--- config.mk ---
export PLATFORM = sky130hd
export DESIGN_NAME = gpr_wport_arbiter
export DESIGN_NICKNAME = d
export VERILOG_FILES = /design/src/rtl/gpr_wport_arbiter.sv
export SDC_FILE = /design/constraint.sdc
export NUM_CORES = 1
export LEC_CHECK = 0
export CAP_MARGIN = 20
export CORE_MARGIN = 4
export CORE_UTILIZATION = 37
export CTS_BUF_LIST = sky130_fd_sc_hd__clkbuf_4
export CTS_CLUSTER_SIZE = 40
export DETAILED_ROUTE_END_ITERATION = 6
export PLACE_DENSITY_LB_ADDON = 0.1
export SYNTH_ARGS = -nofsm -noshare
export SYNTH_HDL_FRONTEND = slang
export SYNTH_SLANG_ARGS = --single-unit
--- constraint.sdc ---
create_clock -name clk_i -period 2.6 [get_ports clk_i]
set_input_delay 0.39 -clock clk_i [delete_from_list [all_inputs] [get_ports clk_i]]
set_output_delay 0.39 -clock clk_i [all_outputs]
set_load 0.005 [all_outputs]
--- src/rtl/gpr_wport_arbiter.sv ---
// Arbitrates the single GPR write port between in-order writeback (fixed priority)
// and one long-latency SEC source, escalating to a pipeline stall if SEC starves.
module gpr_wport_arbiter #(
   parameter int RF_ADDR_WIDTH = 5,
   parameter int DATA_WIDTH    = 32,
   parameter int STARVE_LIMIT  = 4
) (
   input  logic                     clk_i,
   input  logic                     rst_i,
   input  logic                     wb_valid_i,
   input  logic [RF_ADDR_WIDTH-1:0] wb_rd_i,
   input  logic [DATA_WIDTH-1:0]    wb_wdata_i,
   input  logic                     sec_valid_i,
   output logic                     sec_ready_o,
   input  logic [RF_ADDR_WIDTH-1:0] sec_rd_i,
   input  logic [DATA_WIDTH-1:0]    sec_wdata_i,
   output logic                     stall_o,
   output logic [RF_ADDR_WIDTH-1:0] rd_o,
   output logic [DATA_WIDTH-1:0]    gpr_wdata_o,
   output logic                     gpr_wdata_valid_o
);

   generate
      if (STARVE_LIMIT < 1) begin : g_bad_limit
         $error("gpr_wport_arbiter: STARVE_LIMIT must be >= 1");
      end
   endgenerate

   localparam int CNT_W = $clog2(STARVE_LIMIT + 1);
   localparam logic [CNT_W-1:0] CNT_MAX = CNT_W'(STARVE_LIMIT);

   typedef enum logic [1:0] {
      IDLE  = 2'd0,
      WAIT  = 2'd1,
      FORCE = 2'd2
   } state_t;

   state_t             r_state;
   state_t             w_state_nxt;
   logic [CNT_W-1:0]   r_cnt;
   logic [CNT_W-1:0]   w_cnt_nxt;
   logic [CNT_W-1:0]   w_cnt_sat;
   logic               r_stall;
   logic               w_wb_use;
   logic               w_sec_ready;
   logic               w_handshake;
   logic               w_denied;

   // Writes to x0 are architecturally discarded, so they leave the port free for SEC.
   assign w_wb_use    = wb_valid_i && (wb_rd_i != '0);
   assign w_sec_ready = sec_valid_i && !w_wb_use && !rst_i;
   assign w_handshake = sec_valid_i && w_sec_ready;
   assign w_denied    = sec_valid_i && !w_sec_ready;
   assign w_cnt_sat   = (r_cnt == CNT_MAX) ? r_cnt : r_cnt + CNT_W'(1);

   assign sec_ready_o = w_sec_ready;
   assign stall_o     = r_stall;

   always_comb begin
      w_state_nxt = r_state;
      w_cnt_nxt   = r_cnt;
      case (r_state)
         IDLE: begin
            if (w_denied) begin
               w_cnt_nxt   = CNT_W'(1);
               w_state_nxt = (STARVE_LIMIT == 1) ? FORCE : WAIT;
            end
         end
         WAIT: begin
            if (!sec_valid_i || w_handshake) begin
               w_state_nxt = IDLE;
               w_cnt_nxt   = '0;
            end else begin
               w_cnt_nxt = w_cnt_sat;
               if (w_cnt_sat == CNT_MAX) w_state_nxt = FORCE;
            end
         end
         FORCE: begin
            if (!sec_valid_i || w_handshake) begin
               w_state_nxt = IDLE;
               w_cnt_nxt   = '0;
            end else begin
               w_cnt_nxt = w_cnt_sat;
            end
         end
         default: begin
            w_state_nxt = IDLE;
            w_cnt_nxt   = '0;
         end
      endcase
   end

   // Stall follows the next state so it rises together with entry into FORCE.
   always_ff @(posedge clk_i or posedge rst_i) begin
      if (rst_i) begin
         r_state <= IDLE;
         r_cnt   <= '0;
         r_stall <= 1'b0;
      end else begin
         r_state <= w_state_nxt;
         r_cnt   <= w_cnt_nxt;
         r_stall <= (w_state_nxt == FORCE);
      end
   end

   always_ff @(posedge clk_i or posedge rst_i) begin
      if (rst_i) begin
         rd_o              <= '0;
         gpr_wdata_o       <= '0;
         gpr_wdata_valid_o <= 1'b0;
      end else if (w_wb_use) begin
         rd_o              <= wb_rd_i;
         gpr_wdata_o       <= wb_wdata_i;
         gpr_wdata_valid_o <= 1'b1;
      end else if (w_handshake && (sec_rd_i != '0)) begin
         rd_o              <= sec_rd_i;
         gpr_wdata_o       <= sec_wdata_i;
         gpr_wdata_valid_o <= 1'b1;
      end else begin
         rd_o              <= '0;
         gpr_wdata_o       <= '0;
         gpr_wdata_valid_o <= 1'b0;
      end
   end

endmodule

==> flow_summary.rst <==
.. list-table::
   :header-rows: 1

   * - Metric
     - Value
   * - Outcome
     - finished, final reports clean
   * - Total wire length after detailed routing
     - 4890 um
   * - Unrepaired setup endpoints after global routing
     - false
   * - Internal cell power
     - 1.16 mW
   * - Global route total overflow
     - 0
   * - Post-detailed-route wirelength per cell
     - 14.8 um
   * - Largest buffer count on any clock path
     - 2
   * - Post-synthesis instance area
     - 1850 um^2
   * - Proportion of layout cells with a drive suffix above 1
     - 7.22%
   * - Required time at the endpoint of the critical path
     - 2210 ps
   * - DRC violations left
     - 0
   * - I/O pin cnt
     - 118
   * - Total CTS buffers
     - 5
   * - Leakage power total
     - 1.36 nW
   * - Final worst path period share
     - 88.9%
   * - CP Cell Sequence
     - clkdlybuf4s50_1, or3_4, o31a_1, nor3b_2, dlygate4sd2_1
   * - Power density relative to cell area
     - 512 nW/um^2
   * - Via-to-Cell Ratio
     - 4.92
   * - Power share of the clock group
     - 18.8%
   * - Net Sw Frac
     - 28.2%
   * - Die outline area
     - 6200 um^2
   * - Clock transition at the register clock pins on the worst setup and hold paths after CTS
     - 120 ps
   * - Vias
     - 1623
   * - Part of the total power dissipated in combinational logic
     - 31.9%
   * - Nature of the critical path startpoint
     - input port
   * - Site Rows
     - 25
   * - Critical path fanouts, max
     - 2
   * - Critical-path cell with the highest stage delay
     - sky130_fd_sc_hd__clkdlybuf4s50_1
   * - Number of synthesis warnings
     - 0
   * - Synthesized flop and latch total
     - 44
   * - RD Place Congestion
     - 0.725
   * - Total global routing track utilization
     - 16.4%
   * - Start-to-end type of the worst setup path
     - in2out
   * - Total Neg Setup Slack
     - 0 ps
   * - FF-to-FF Start
     - r_cnt[0]$_DFFE_PP0P_
   * - Maximum capacitance violations
     - 0
   * - Power consumption
     - 1.62 mW
   * - Violation count after the first detailed-routing iteration
     - 58
   * - Count of buffers added by post-CTS timing repair for setup
     - 0
   * - H-tree levels
     - 2
   * - DIE WIDTH
     - 78.7 um
   * - Synthesis-to-layout area growth
     - 71.1%
   * - Synthesized area per cell
     - 13.3 um^2
   * - Antenna violations before repair
     - 0
   * - Net total in the final layout
     - 347
   * - Overall die height
     - 78.7 um
   * - Buffer cell driving the clock tree root
     - sky130_fd_sc_hd__clkbuf_4
   * - Number of I/O port buffers
     - 117
   * - Net switching power of the design
     - 457 uW
   * - Synthesized net count
     - 223
   * - Number of nets with antenna violations after routing
     - 0
   * - DP Worst Slack
     - -53.2 ps
   * - Worst Path Arrival
     - 1920 ps
   * - Maximum number of pins on one net before global-route repair
     - 40
   * - Fmax achieved
     - 433 MHz
   * - Number of cell instances on the worst register-to-register path
     - 6
   * - Cells after Synth
     - 139
   * - Final setup violating endpoints
     - 0
   * - Reg2Reg Capture Point
     - stall_o$_DFF_PP0_
   * - Hold Buf Count CTS
     - 0
   * - 1st-pass router iterations
     - 4
   * - Unique masters post-synth
     - 32
   * - Slew at the pin with the worst max-slew slack
     - 483 ps
   * - Hold Path Class
     - in2async
   * - Max-slew violation total from the final report
     - 0
   * - Total count of hold-check failures in the final report
     - 0
   * - R2R Setup Slk
     - 420 ps
   * - Number of clock sinks
     - 44
   * - Wire length of the first global-routing pass
     - 7820 um
   * - Worst-Skew Late Latency
     - 350 ps
   * - Vias in the first global route
     - 1602
   * - Antenna fix cells
     - 0
   * - Worst VDD drop
     - 0.272 mV
   * - Initial core utilization
     - 38.7%
   * - Worst hold slack after final layout
     - 403 ps
   * - Largest clock skew in the final design
     - 4.47 ps
   * - Proportion of synthesized chip area in sequential cells
     - 59.5%
   * - Period minus WS final
     - 2310 ps
   * - Largest incremental delay on the critical path
     - 430 ps
   * - Worst setup slack after layout
     - 288 ps
   * - Half-perimeter wire length of the detailed placement result
     - 3730 um
   * - Area of the core
     - 4790 um^2
   * - Reg power frac
     - 49.3%
   * - Worst Setup End Kind
     - output pin
   * - TritonCTS clock tree
     - built
   * - Relative slew slack
     - 67.8%
[power groups by stage]
stage          Combinational (mW)  Sequential [mW]  Clock (mW)
6_report                    0.517            0.800       0.305
5_1_grt                     0.570            0.810       0.359
4_1_cts                     0.523            0.800       0.326
3_5_place_dp                0.522            0.811           0
3_3_place_gp                0.511            0.811           0
2_1_floorplan               0.238            0.809           0
[through the flow]
step / instances / instance area (um^2) / utilization [%]
2_1_floorplan: 139 / 1850 / -
3_3_place_gp: 323 / 3120 / 65.1
3_5_place_dp: 323 / 3120 / 65.1
4_1_cts: 330 / 3170 / 66.2
5_1_grt: 330 / 3170 / 66.2
6_report: 330 / 3170 / 66.2
[kinds of logic after synthesis]
group,count (synthesis),synth area share (%)
AOI/OAI and AO/OA,52,23.5
DFF,44,59.5
and+or+nand+nor,24,8.72
buffers and inverters,13,4.26
adders and majority gates,6,4.05
[layout make-up]
class | count | area [um^2]
clock inverters | 2 | 12.5
flip-flops and latches | 44 | 1100
multi-input cells | 82 | 677
inverters | 6 | 22.5
repair buffers | 124 | 1230
fillers | 387 | 1620
clock buffers | 5 | 37.5
well taps | 67 | 83.8
[how the worst max path moves through the flow]
stage,from,endpoint,slack (ps),cells after the start
3_5_place_dp,wb_rd_i[0],sec_ready_o,-50,5
4_1_cts,wb_rd_i[0],sec_ready_o,280,5
2_1_floorplan,wb_rd_i[0],gpr_wdata_o[10]$_DFF_PP0_,620,6
5_1_grt,wb_rd_i[0],sec_ready_o,210,5
3_3_place_gp,wb_rd_i[0],sec_ready_o,-40,5
6_report,wb_rd_i[0],sec_ready_o,290,5
[layer usage]
layer | global-route usage, % | part of all wire [%] | up-vias
met2 | 25.8 | 48 | 91
li1 | - | - | 778
met3 | 8.50 | 14 | 8
met1 | 19.1 | 37 | 746
met5 | 0 | 0 | -
met4 | 5.94 | 1.8 | 0
[worst max-delay path: cells and delay by family]
family / cells / cell delay (ps)
buf+inv: 2 / 690
simple gates: 2 / 580
compound gates: 1 / 270
[state kept, by name, summed over array words and instances, names as in the netlist]
signal,count
stall_o,1
gpr_wdata_o,32
gpr_wdata_valid_o,1
r_state,2
rd_o,5
r_cnt,3
[cell usage after synthesis]
cell	n	share of area, %
sky130_fd_sc_hd__dfrtp_1	44	59
sky130_fd_sc_hd__a22o_1	37	17
sky130_fd_sc_hd__ha_1	6	4.1
sky130_fd_sc_hd__inv_1	6	1.2
sky130_fd_sc_hd__nand2_1	5	1.0
sky130_fd_sc_hd__buf_6	4	2.4
sky130_fd_sc_hd__nand3_1	4	1.1
sky130_fd_sc_hd__clkbuf_1	3	0.61
sky130_fd_sc_hd__nand3b_1	3	1.2
sky130_fd_sc_hd__nor2_1	3	0.61
sky130_fd_sc_hd__a31oi_1	2	0.68
sky130_fd_sc_hd__o21a_1	2	0.81
sky130_fd_sc_hd__a2111oi_0	1	0.47
sky130_fd_sc_hd__a211oi_1	1	0.41
sky130_fd_sc_hd__a21o_1	1	0.41
sky130_fd_sc_hd__a21oi_1	1	0.27
sky130_fd_sc_hd__a41oi_1	1	0.47
sky130_fd_sc_hd__nand4b_1	1	0.47
sky130_fd_sc_hd__nor2b_1	1	0.34
sky130_fd_sc_hd__nor3b_1	1	0.41
sky130_fd_sc_hd__nor4b_4	1	1.3
sky130_fd_sc_hd__o2111ai_1	1	0.47
sky130_fd_sc_hd__o211ai_1	1	0.41
sky130_fd_sc_hd__o21ai_0	1	0.27
sky130_fd_sc_hd__o311ai_1	1	0.47
sky130_fd_sc_hd__o31a_1	1	0.47
sky130_fd_sc_hd__o31ai_1	1	0.41
sky130_fd_sc_hd__or2_2	1	0.34
sky130_fd_sc_hd__or3_1	1	0.34
sky130_fd_sc_hd__or3_4	1	0.61
sky130_fd_sc_hd__or4_1	1	0.41
sky130_fd_sc_hd__or4bb_1	1	0.61
[cell usage in the layout, fill, tap and decap left out, types with 2 or more instances in the layout]
cell type | Yosys | final
sky130_fd_sc_hd__clkdlybuf4s50_1 | 0 | 116
sky130_fd_sc_hd__dfrtp_1 | 44 | 44
sky130_fd_sc_hd__a22o_1 | 37 | 37
sky130_fd_sc_hd__ha_1 | 6 | 6
sky130_fd_sc_hd__buf_4 | 0 | 6
sky130_fd_sc_hd__inv_1 | 6 | 5
sky130_fd_sc_hd__nand2_1 | 5 | 5
sky130_fd_sc_hd__clkbuf_4 | 0 | 5
sky130_fd_sc_hd__nand3_1 | 4 | 4
sky130_fd_sc_hd__nand3b_1 | 3 | 3
sky130_fd_sc_hd__nor2_1 | 3 | 3
sky130_fd_sc_hd__o21a_1 | 2 | 2
sky130_fd_sc_hd__a31oi_1 | 2 | 2
[repair_timing]
| item | 4_1_cts | 5_1_grt |
|---|---|---|
| setup endpoints to repair | 1 | 0 |
| hold endpoints to repair | 0 | 0 |
| resized for setup | 2 | 0 |
Power figures use the tool's default switching activity.
